$ cat src/rtl/tdm_mux_demux_n_pkg.sv
// Shared mode constants and sizing helper for the TDM mux/demux link.
package tdm_pkg;

    localparam int MODE_FIXED = 0;
    localparam int MODE_SKIP  = 1;

    function automatic int sel_width(input int n);
        return (n > 1) ? $clog2(n) : 1;
    endfunction

endpackage

$ cat src/rtl/tdm_mux_demux_n_rr_slot_counter.sv
// Slot pointer and grant generation: fixed rotation or idle-skipping round-robin.
module rr_slot_counter
    import tdm_pkg::*;
#(
    parameter int ID        = 1,
    parameter int CHANNELS  = 4,
    parameter int SKIP_IDLE = 1,
    localparam int SELW     = sel_width(CHANNELS)
) (
    input  logic                clk,
    input  logic                rst,
    input  logic [CHANNELS-1:0] in_valid,
    output logic [SELW-1:0]     grant,
    output logic                grant_vld,
    output logic [CHANNELS-1:0] in_ready,
    output logic [SELW-1:0]     slot
);

    localparam logic [SELW-1:0] LAST = SELW'(CHANNELS - 1);

    logic [SELW-1:0] ptr;
    logic [SELW-1:0] ptr_nxt;
    logic [SELW-1:0] grant_c;
    logic            found;

    // The instance tag carries no function.
    logic unused_id;
    assign unused_id = (ID < 0);

    if (SKIP_IDLE == MODE_SKIP) begin : g_skip
        logic [CHANNELS-1:0] rot;
        int                  off;
        int                  idx;

        // Rotate so bit 0 is the channel at ptr; lowest set bit is the winner.
        always_comb begin
            rot = CHANNELS'({in_valid, in_valid} >> ptr);
            off = 0;
            for (int k = CHANNELS - 1; k >= 0; k--) begin
                if (rot[k]) off = k;
            end
            idx = int'(ptr) + off;
            if (idx >= CHANNELS) idx = idx - CHANNELS;
            found   = |in_valid;
            grant_c = SELW'(idx);
        end
    end else begin : g_fixed
        logic unused_vld;
        assign unused_vld = ^in_valid;
        assign found      = 1'b1;
        assign grant_c    = ptr;
    end

    always_comb begin
        ptr_nxt = ptr;
        if (found) ptr_nxt = (grant_c == LAST) ? '0 : grant_c + 1'b1;
    end

    always_ff @(posedge clk or negedge rst) begin
        if (!rst) ptr <= '0;
        else      ptr <= ptr_nxt;
    end

    assign grant     = grant_c;
    assign grant_vld = rst & found;
    assign in_ready  = grant_vld ? (CHANNELS'(1) << grant_c) : '0;
    assign slot      = ptr;

endmodule

$ cat src/rtl/tdm_mux_demux_n.sv
// N-channel TDM link: slot-granted mux, non-stalling tagged lane, demux with held outputs.
module tdm_mux_demux_n
    import tdm_pkg::*;
#(
    parameter int ID        = 1,
    parameter int WIDTH     = 16,
    parameter int CHANNELS  = 4,
    parameter int STAGES    = 1,
    parameter int SKIP_IDLE = 1,
    localparam int SELW     = sel_width(CHANNELS)
) (
    input  logic                            clk,
    input  logic                            rst,
    input  logic [CHANNELS-1:0][WIDTH-1:0]  in_data,
    input  logic [CHANNELS-1:0]             in_valid,
    output logic [CHANNELS-1:0]             in_ready,
    output logic [CHANNELS-1:0][WIDTH-1:0]  out_data,
    output logic [CHANNELS-1:0]             out_valid,
    output logic [SELW-1:0]                 slot,
    output logic                            busy
);

    typedef struct packed {
        logic             vld;
        logic [SELW-1:0]  ch;
        logic [WIDTH-1:0] data;
    } lane_t;

    logic [SELW-1:0]               grant;
    logic                          grant_vld;
    lane_t                         lane_in;
    lane_t [STAGES-1:0]            lane_p;
    lane_t                         last;
    logic [CHANNELS-1:0][WIDTH-1:0] hold;

    rr_slot_counter #(
        .ID        (ID),
        .CHANNELS  (CHANNELS),
        .SKIP_IDLE (SKIP_IDLE)
    ) u_slot (
        .clk       (clk),
        .rst       (rst),
        .in_valid  (in_valid),
        .grant     (grant),
        .grant_vld (grant_vld),
        .in_ready  (in_ready),
        .slot      (slot)
    );

    // Mux: in_ready is one-hot, so an AND-OR select picks the granted word.
    always_comb begin
        lane_in      = '0;
        lane_in.vld  = grant_vld & (|(in_valid & in_ready));
        lane_in.ch   = grant;
        for (int i = 0; i < CHANNELS; i++) begin
            if (in_ready[i]) lane_in.data = in_data[i];
        end
    end

    // Lane stages p0..p(STAGES-1); never stalls, bubbles travel as vld=0.
    always_ff @(posedge clk or negedge rst) begin
        if (!rst) begin
            lane_p <= '0;
        end else begin
            lane_p[0] <= lane_in;
            for (int s = 1; s < STAGES; s++) lane_p[s] <= lane_p[s-1];
        end
    end

    assign last = lane_p[STAGES-1];

    // Demux: the last stage is shown directly in its delivery cycle, then held.
    always_ff @(posedge clk or negedge rst) begin
        if (!rst) begin
            hold <= '0;
        end else begin
            for (int i = 0; i < CHANNELS; i++) begin
                if (last.vld && (last.ch == SELW'(i))) hold[i] <= last.data;
            end
        end
    end

    always_comb begin
        out_valid = '0;
        out_data  = hold;
        for (int i = 0; i < CHANNELS; i++) begin
            out_valid[i] = last.vld && (last.ch == SELW'(i));
            if (out_valid[i]) out_data[i] = last.data;
        end
    end

    always_comb begin
        busy = 1'b0;
        for (int s = 0; s < STAGES; s++) busy = busy | lane_p[s].vld;
    end

endmodule

$ cat config.mk
export PLATFORM = sky130hd
export DESIGN_NAME = tdm_mux_demux_n
export DESIGN_NICKNAME = d
export VERILOG_FILES = /design/src/rtl/tdm_mux_demux_n_pkg.sv /design/src/rtl/tdm_mux_demux_n_rr_slot_counter.sv /design/src/rtl/tdm_mux_demux_n.sv
export SDC_FILE = /design/constraint.sdc
export NUM_CORES = 1
export LEC_CHECK = 0
export BUFFER_PORTS_ARGS = -buffer_cell sky130_fd_sc_hd__buf_4
export CORE_MARGIN = 2
export CORE_UTILIZATION = 53
export CTS_CLUSTER_DIAMETER = 50
export DETAILED_ROUTE_END_ITERATION = 12
export GPL_TIMING_DRIVEN = 0
export HOLD_SLACK_MARGIN = 0.03
export PLACE_DENSITY = 0.86
export SETUP_SLACK_MARGIN = 0.05
export SYNTH_ARGS = -nofsm -noshare
export SYNTH_HDL_FRONTEND = slang
export SYNTH_SLANG_ARGS = --single-unit
$ cat constraint.sdc
create_clock -name clk -period 3.95 [get_ports clk]
set_input_delay 0.395 -clock clk [delete_from_list [all_inputs] [get_ports clk]]
set_output_delay 0.395 -clock clk [all_outputs]
set_load 0.03 [all_outputs]
==> summary.md, run 1 <==
| Metric | Value |
|---|---|
| Ports | 145 |
| Pins Over Slew Limit | 0 |
| Post-synth top area cell | dfrtp_1 |
| Max stage delay on crit path | approximately 0.51 ns |
| Clock slew at reported path FFs | about 0.090 ns |
| Pwr Total | ~5000 uW |
| Die ar. | 7833 sq um |
| Cells after synthesis | 347 |
| Net Count, Synth | 422 |
| Core Util, Final | 0.7541 |
| Critical path startpoint category | flip-flop |
| Sw power | 2257 uW |
| Post_cts resized | 0 |
| GRT Overall Usage | 0.2634 |
| Maxcap violations | 0 |
| Num CTS Buffers | 9 |
| Core Footprint | 6869 sq um |
| TritonCTS clock tree | done |
| Max Buffers Root-to-Sink | 2 |
| Simple-gate share of the synthesized area | 0.1488 |
| Setup Skew | between 0.01 and 0.015 ns |
| Clock latency on the worst-skew pair | ~0.36 ns |
| P per Cell Area | 961.0 nW/um^2 |
| Top-area cell type share of the netlist area | 0.5620 |
| P&R area growth vs syn | 36.86% |
| Antenna Violating Nets Remaining | 0 |
| Netlist cell types | 34 |
| 1st-iter DRT viols | 217 |
| Fin nets | 575 |
| Compound-Gate Fraction of Synth Area | 0.1210 |
| Wire per inst | between 15 and 20 um |
| Synthesis-stage register bit count | between 80 and 90 |
| Crit-path cells | inv_1, or3_1, o221ai_1, ha_1, xnor2_1, ha_1, buf_2, clkinv_1, clkbuf_1, nor2_1, buf_4 |
| First-pass GRT wire length | 15.68 mm |
| Fraction of registers with async set/reset | 1.000 |
| Top cells by count, synth | nand2_1, dfrtp_1, mux2_2 |
| Post-Synth XOR/XNOR Area | 0.004628 |
| Max_slew headroom | 0.3099 |
| Placed instance area | 4971 sq um |
| Gpl congestion | 0.8383 |
| Cell with the most instances after synthesis | nand2_1 |
| Status | complete, no violations |
| Hold-fix buffers, CTS | 0 |
| Initial antenna violation count | 0 |
| Routed wire length | slightly below 10 mm |
| Synth Cell Area | 3785 sq um |
| Post CTS Setup Buffer Count | 0 |
| Design area | 5180 sq um |
| Worst Tran Pin Value | 1.035 ns |
| Largest net degree at the start of global routing | 87 |
| Final worst-path cycle share | 0.9184 |
| Clock Sinks | between 80 and 90 |
| Slowest cell on crit path | dfrtp_1 |
| Share of post-route cells with drive strength above 1 | 0.4198 |
| Drt drc | 0 |
| P_leak | approximately 0.0027 uW |
| Cell mode on critical path | ha_1 |
| Die Height | 88.51 um |
| Total congestion overflow | 0 |
| Register area share after synthesis | 0.5620 |
| P_int | 2721 uW |
| Tmin final | 3.628 ns |
| Peak supply drop | 0.8118 mV |
| Setup TNS | 0 ns |
| Final hold vios | 0 |
| Adder-Cell Fraction of Synth Area | 0.01653 |
| Synth warn | 0 |
| RSZ-0062 raised after global routing | no |
| Clock power share | 0.127 |
| Via/cell ratio | 5.338 |
| Avg Inst Size Synth | 10.91 sq um |
| Initial core utilization | 0.5510 |
| Critical Path RT | 3.56 ns |
| Top cells by area, synth | dfrtp_1, nand2_1, mux2_2 |
| Post-synth top flop | dfrtp_1 |
| Crit Path Max Fanout | 10 |
| Number of port buffers | around 140 |
| Largest family of logic cells by synthesized area | simple AND/OR/NAND/NOR gates |
| Mux cell area share after synthesis | 0.1071 |
| DR vias | 3208 |
| Crit path DAT | 3.23 ns |
| Logic gate share of total power | 0.598 |
| F_max | between 200 and 300 MHz |
| Final setup vio count | 0 |
| Part of the power in registers | 0.275 |
| 1st-pass router iterations | 4 |
| CTS root buf | clkbuf_8 |
| Vias in the first global route | 3241 |
| R2R setup slack | 0.96 ns |
| EDFF count, synth | 0 |
| Std cell rows | 30 |
| Die extent in x | 88.51 um |
| Switching share of power | 0.4535 |
| Critical Path End Type | primary output |
| Dpl hpwl | 7.206 mm |
| H-Tree Depth | 3 |
| Kind of critical path | reg2out |
| ANT cells | 0 |
| Worst hold-check path type | in2async |
[flip-flops by register name (all words and copies together), names as in the netlist]
register / count
lane_p: 18
busy: 1
u_slot.slot: 2
hold: 64
[critical path: cells and delay by family, from the launching register on]
kind	cells	cell delay, ns
XOR/XNOR	1	0.18
buffers and inverters	5	1.02
AO/OA/AOI/OAI	1	0.21
AND/OR/NAND/NOR	2	0.52
flip-flops	1	0.51
adder cells (fa/ha/maj)	2	0.44
[cell families after synthesis]
group                      after synthesis
buffers and inverters                   29
xor gates and xnor gates                 2
AOI/OAI and AO/OA                       61
and+or+nand+nor                        132
DFF                                     85
muxes                                   33
adders and majority gates                5
[worst paths after layout]
check,depth (start not counted),endpoint,from
max in group asynchronous,1,hold[55],rst
min,1,lane_p[4],rst
max,11,in_ready[3],u_slot.slot[0]
max reg2reg,11,lane_p[14],u_slot.slot[0]
min in group clk,3,lane_p[9],in_data[57]
min reg2reg,2,hold[32],hold[32]
[power groups by stage]
stage / Sequential, uW / Clock (uW) / Combinational (uW)
4_1_cts: 1370 / 639 / 2990
6_report: 1370 / 631 / 2980
5_1_grt: 1410 / 679 / 3220
2_1_floorplan: 1350 / 0 / 2050
3_3_place_gp: 1360 / 0 / 2910
3_5_place_dp: 1380 / 0 / 2970
[per-stage QoR]
stage | hold WS [ns] | std cells | worst slack (ns)
5_1_grt | 0.2786 | 601 | 0.08647
2_1_floorplan | 0.09941 | 347 | 0.8031
3_5_place_dp | 0.4621 | 585 | 0.7199
4_1_cts | 0.2639 | 601 | 0.3337
3_3_place_gp | 0.4570 | 585 | 0.8080
6_report | 0.2187 | 601 | 0.3222
[layout by cell type (no fill, tap or decap), types with 2 or more instances in the layout]
| cell type | n |
|---|---|
| dfrtp_1 | 85 |
| o21ai_0 | 3 |
| o211ai_1 | 16 |
| clkinvlp_4 | 2 |
| o221ai_1 | 2 |
| clkinv_1 | 4 |
| clkbuf_1 | 5 |
| ha_1 | 5 |
| nor2_1 | 6 |
| a22oi_1 | 2 |
| nand2b_1 | 3 |
| clkbuf_8 | 10 |
| mux2_2 | 24 |
| mux2_4 | 9 |
| a221o_1 | 16 |
| clkinv_4 | 2 |
| a21oi_1 | 17 |
| nand3b_2 | 2 |
| nand2_1 | 115 |
| buf_2 | 12 |
| buf_4 | 143 |
| inv_1 | 5 |
[cell type report]
cell class	instances	area, sq um
repair buffers	142	1066
inverters	9	33.78
clock inverters	6	71.32
plain buffers	20	117.6
fillers	488	1689
multi-input cells	233	1506
flip-flops and latches	85	2127
clock buffers	10	137.6
well taps	96	120.1
[layer usage]
metal	wire, um	GRT usage
met3	499	0.04478
met2	4909	0.4197
met1	4026	0.3586
met4	272	0.1143
met5	0	0
(Power assumes the default switching activity.)
==> inputs of run 2 (changes only) <==
--- a/config.mk
+++ b/config.mk
@@ -6,13 +6,15 @@
 export NUM_CORES = 1
 export LEC_CHECK = 0
 export BUFFER_PORTS_ARGS = -buffer_cell sky130_fd_sc_hd__buf_4
+export CELL_PAD_IN_SITES_DETAIL_PLACEMENT = 1
+export CELL_PAD_IN_SITES_GLOBAL_PLACEMENT = 2
 export CORE_MARGIN = 2
-export CORE_UTILIZATION = 53
+export CORE_UTILIZATION = 32
 export CTS_CLUSTER_DIAMETER = 50
 export DETAILED_ROUTE_END_ITERATION = 12
 export GPL_TIMING_DRIVEN = 0
 export HOLD_SLACK_MARGIN = 0.03
-export PLACE_DENSITY = 0.86
+export PLACE_DENSITY = 0.85
 export SETUP_SLACK_MARGIN = 0.05
 export SYNTH_ARGS = -nofsm -noshare
 export SYNTH_HDL_FRONTEND = slang
==> run 2 against run 1 <==
  * Core utilization is 29 points lower
  * Critical endpoint unchanged
  * Largest power group unchanged
  * Non-clock buffer count stayed put
  * Total power is 5.6% higher
  * Flip-flop and latch count stayed put
  * Via count is 2.6% lower
==> summary.md, run 2 (synthesis gave the netlist of run 1 again) <==
| Metric | Value |
|---|---|
| Status | complete, no violations |
| Critical Path End Type | primary output |
| P&R area growth vs syn | 41.06% |
| Wire per inst | 16.77 um |
| Tmin final | 3.556 ns |
| Post_cts resized | 0 |
| Commonest non-fill, non-tap cells in the layout | buf_4, nand2_1, dfrtp_1 |
| Worst hold-check path type | in2async |
| GRT Overall Usage | 0.1753 |
| Number of port buffers | around 140 |
| Drt drc | 0 |
| Clock latency on the worst-skew pair | 0.33 ns |
| Initial antenna violation count | 0 |
| Final hold vios | 0 |
| Maxcap violations | 0 |
| Commonest non-fill, non-tap cell in the layout | buf_4 |
| Reg with most FFs | hold |
| Slowest cell on crit path | dfrtp_1 |
| Clock slew at reported path FFs | 0.06 ns |
| Critical path startpoint category | flip-flop |
| P_leak | about 0.0028 uW |
| Clock Sinks | 85 |
| Total congestion overflow | 0 |
| Core Footprint | 11470 sq um |
| Layout filler cell count | 1287 |
| Peak supply drop | 0.4957 mV |
| TritonCTS clock tree | done |
| Antenna Violating Nets Remaining | 0 |
| ANT cells | 0 |
| Crit-path cells | inv_1, or3_1, o221ai_1, ha_1, xnor2_1, ha_1, buf_2, clkinv_1, clkbuf_1, nor2_1, buf_4 |
| Max stage delay on crit path | 0.48 ns |
| Crit Path Max Fanout | 10 |
| Kind of critical path | reg2out |
| Pwr Total | about 5300 uW |
| Routed wire length | 10.87 mm |
| Die extent in x | about 110 um |
| Via/cell ratio | 4.823 |
| Dpl hpwl | 8.447 mm |
| Setup Skew | ~0.0031 ns |
| Hold-fix buffers, CTS | 0 |
| H-Tree Depth | 3 |
| Initial core utilization | 0.3301 |
| Vias in the first global route | 3450 |
| Post CTS Setup Buffer Count | 0 |
| Cell mode on critical path | ha_1 |
| Gpl congestion | 0.7624 |
| CTS root buf | clkbuf_16 |
| Std cell rows | 39 |
| P per Cell Area | 984.4 nW/um^2 |
| DR vias | 3125 |
| Die Height | ~110 um |
| F_max | 281.2 MHz |
| Largest net degree at the start of global routing | 87 |
| Setup TNS | 0 ns |
| Final setup vio count | 0 |
| 1st-pass router iterations | 4 |
| First-pass GRT wire length | 17.64 mm |
| Pins Over Slew Limit | 0 |
| Num CTS Buffers | 9 |
| Ports | about 150 |
| 1st-iter DRT viols | 157 |
| Final worst-path cycle share | 0.9003 |
| RSZ-0062 raised after global routing | no |
| Crit path DAT | 3.16 ns |
| Worst Tran Pin Value | 1.085 ns |
| Max reg flops | 64 |
| Die ar. | approximately 13000 sq um |
| Fin nets | 575 |
| Max_slew headroom | 0.2765 |
| Max Buffers Root-to-Sink | 2 |
| R2R cell count | 11 |
| Critical Path RT | between 3 and 4 ns |
| Share of post-route cells with drive strength above 1 | 0.4139 |
[run 2: per-stage QoR]
| stage | area (sq um) | cells | utilization | hold slack [ns] | worst slack (ns) |
|---|---|---|---|---|---|
| 6_report | 5339 | 648 | 0.4656 | 0.2479 | 0.3939 |
| 2_1_floorplan | 3785 | 347 | - | 0.09941 | 0.8031 |
| 4_1_cts | 5339 | 648 | 0.4656 | 0.3015 | 0.3463 |
| 3_5_place_dp | 5030 | 632 | 0.4386 | 0.4635 | 0.6879 |
| 5_1_grt | 5339 | 648 | 0.4656 | 0.3145 | 0.07700 |
| 3_3_place_gp | 5030 | 632 | 0.4386 | 0.4571 | 0.7396 |
[run 2: path summary, 6_finish.rpt]
path	from	endpoint	slack [ns]
hold reg to reg	hold[32]	hold[32]	0.48
hold / removal	rst	hold[26]	0.25
setup reg to reg	u_slot.slot[0]	lane_p[8]	0.99
setup / recovery	u_slot.slot[0]	in_ready[3]	0.39
min in group clk	in_data[54]	lane_p[6]	0.32
max in group asynchronous	rst	hold[49]	2.99
[run 2: layout make-up]
class                   count  area, sq um  share of cell area
clock inverters             4        72.57             0.01359
multi-input cells         233         1506              0.2822
repair buffers            142         1066              0.1997
plain buffers              20        117.6             0.02203
clock buffers              12        236.5             0.04429
well taps                 143        178.9             0.03351
inverters                   9        33.78            0.006328
flip-flops and latches     85         2127              0.3984
[run 2: power breakdown]
group / total, uW / switching (uW) / internal [uW]
logic: 3000 / 1790 / 1220
clock network: 876 / 322 / 553
registers: 1380 / 181 / 1200
total: 5260 / 2290 / 2970
[run 2: worst max-delay path, delay by kind of cell, from the launching register on]
kind                     cells  cell delay [ns]
buffers and inverters        5             0.99
AND/OR/NAND/NOR              2             0.52
flip-flops                   1             0.48
adder cells (fa/ha/maj)      2             0.44
AO/OA/AOI/OAI                1             0.20
XOR/XNOR                     1             0.19
[run 2: per-layer routing]
layer,GRT usage,vias to the layer above,share of wire
li1,-,1505,-
met5,0,-,0
met3,0.04178,15,0.063
met2,0.2930,105,0.49
met1,0.2211,1500,0.43
met4,0.06748,0,0.020
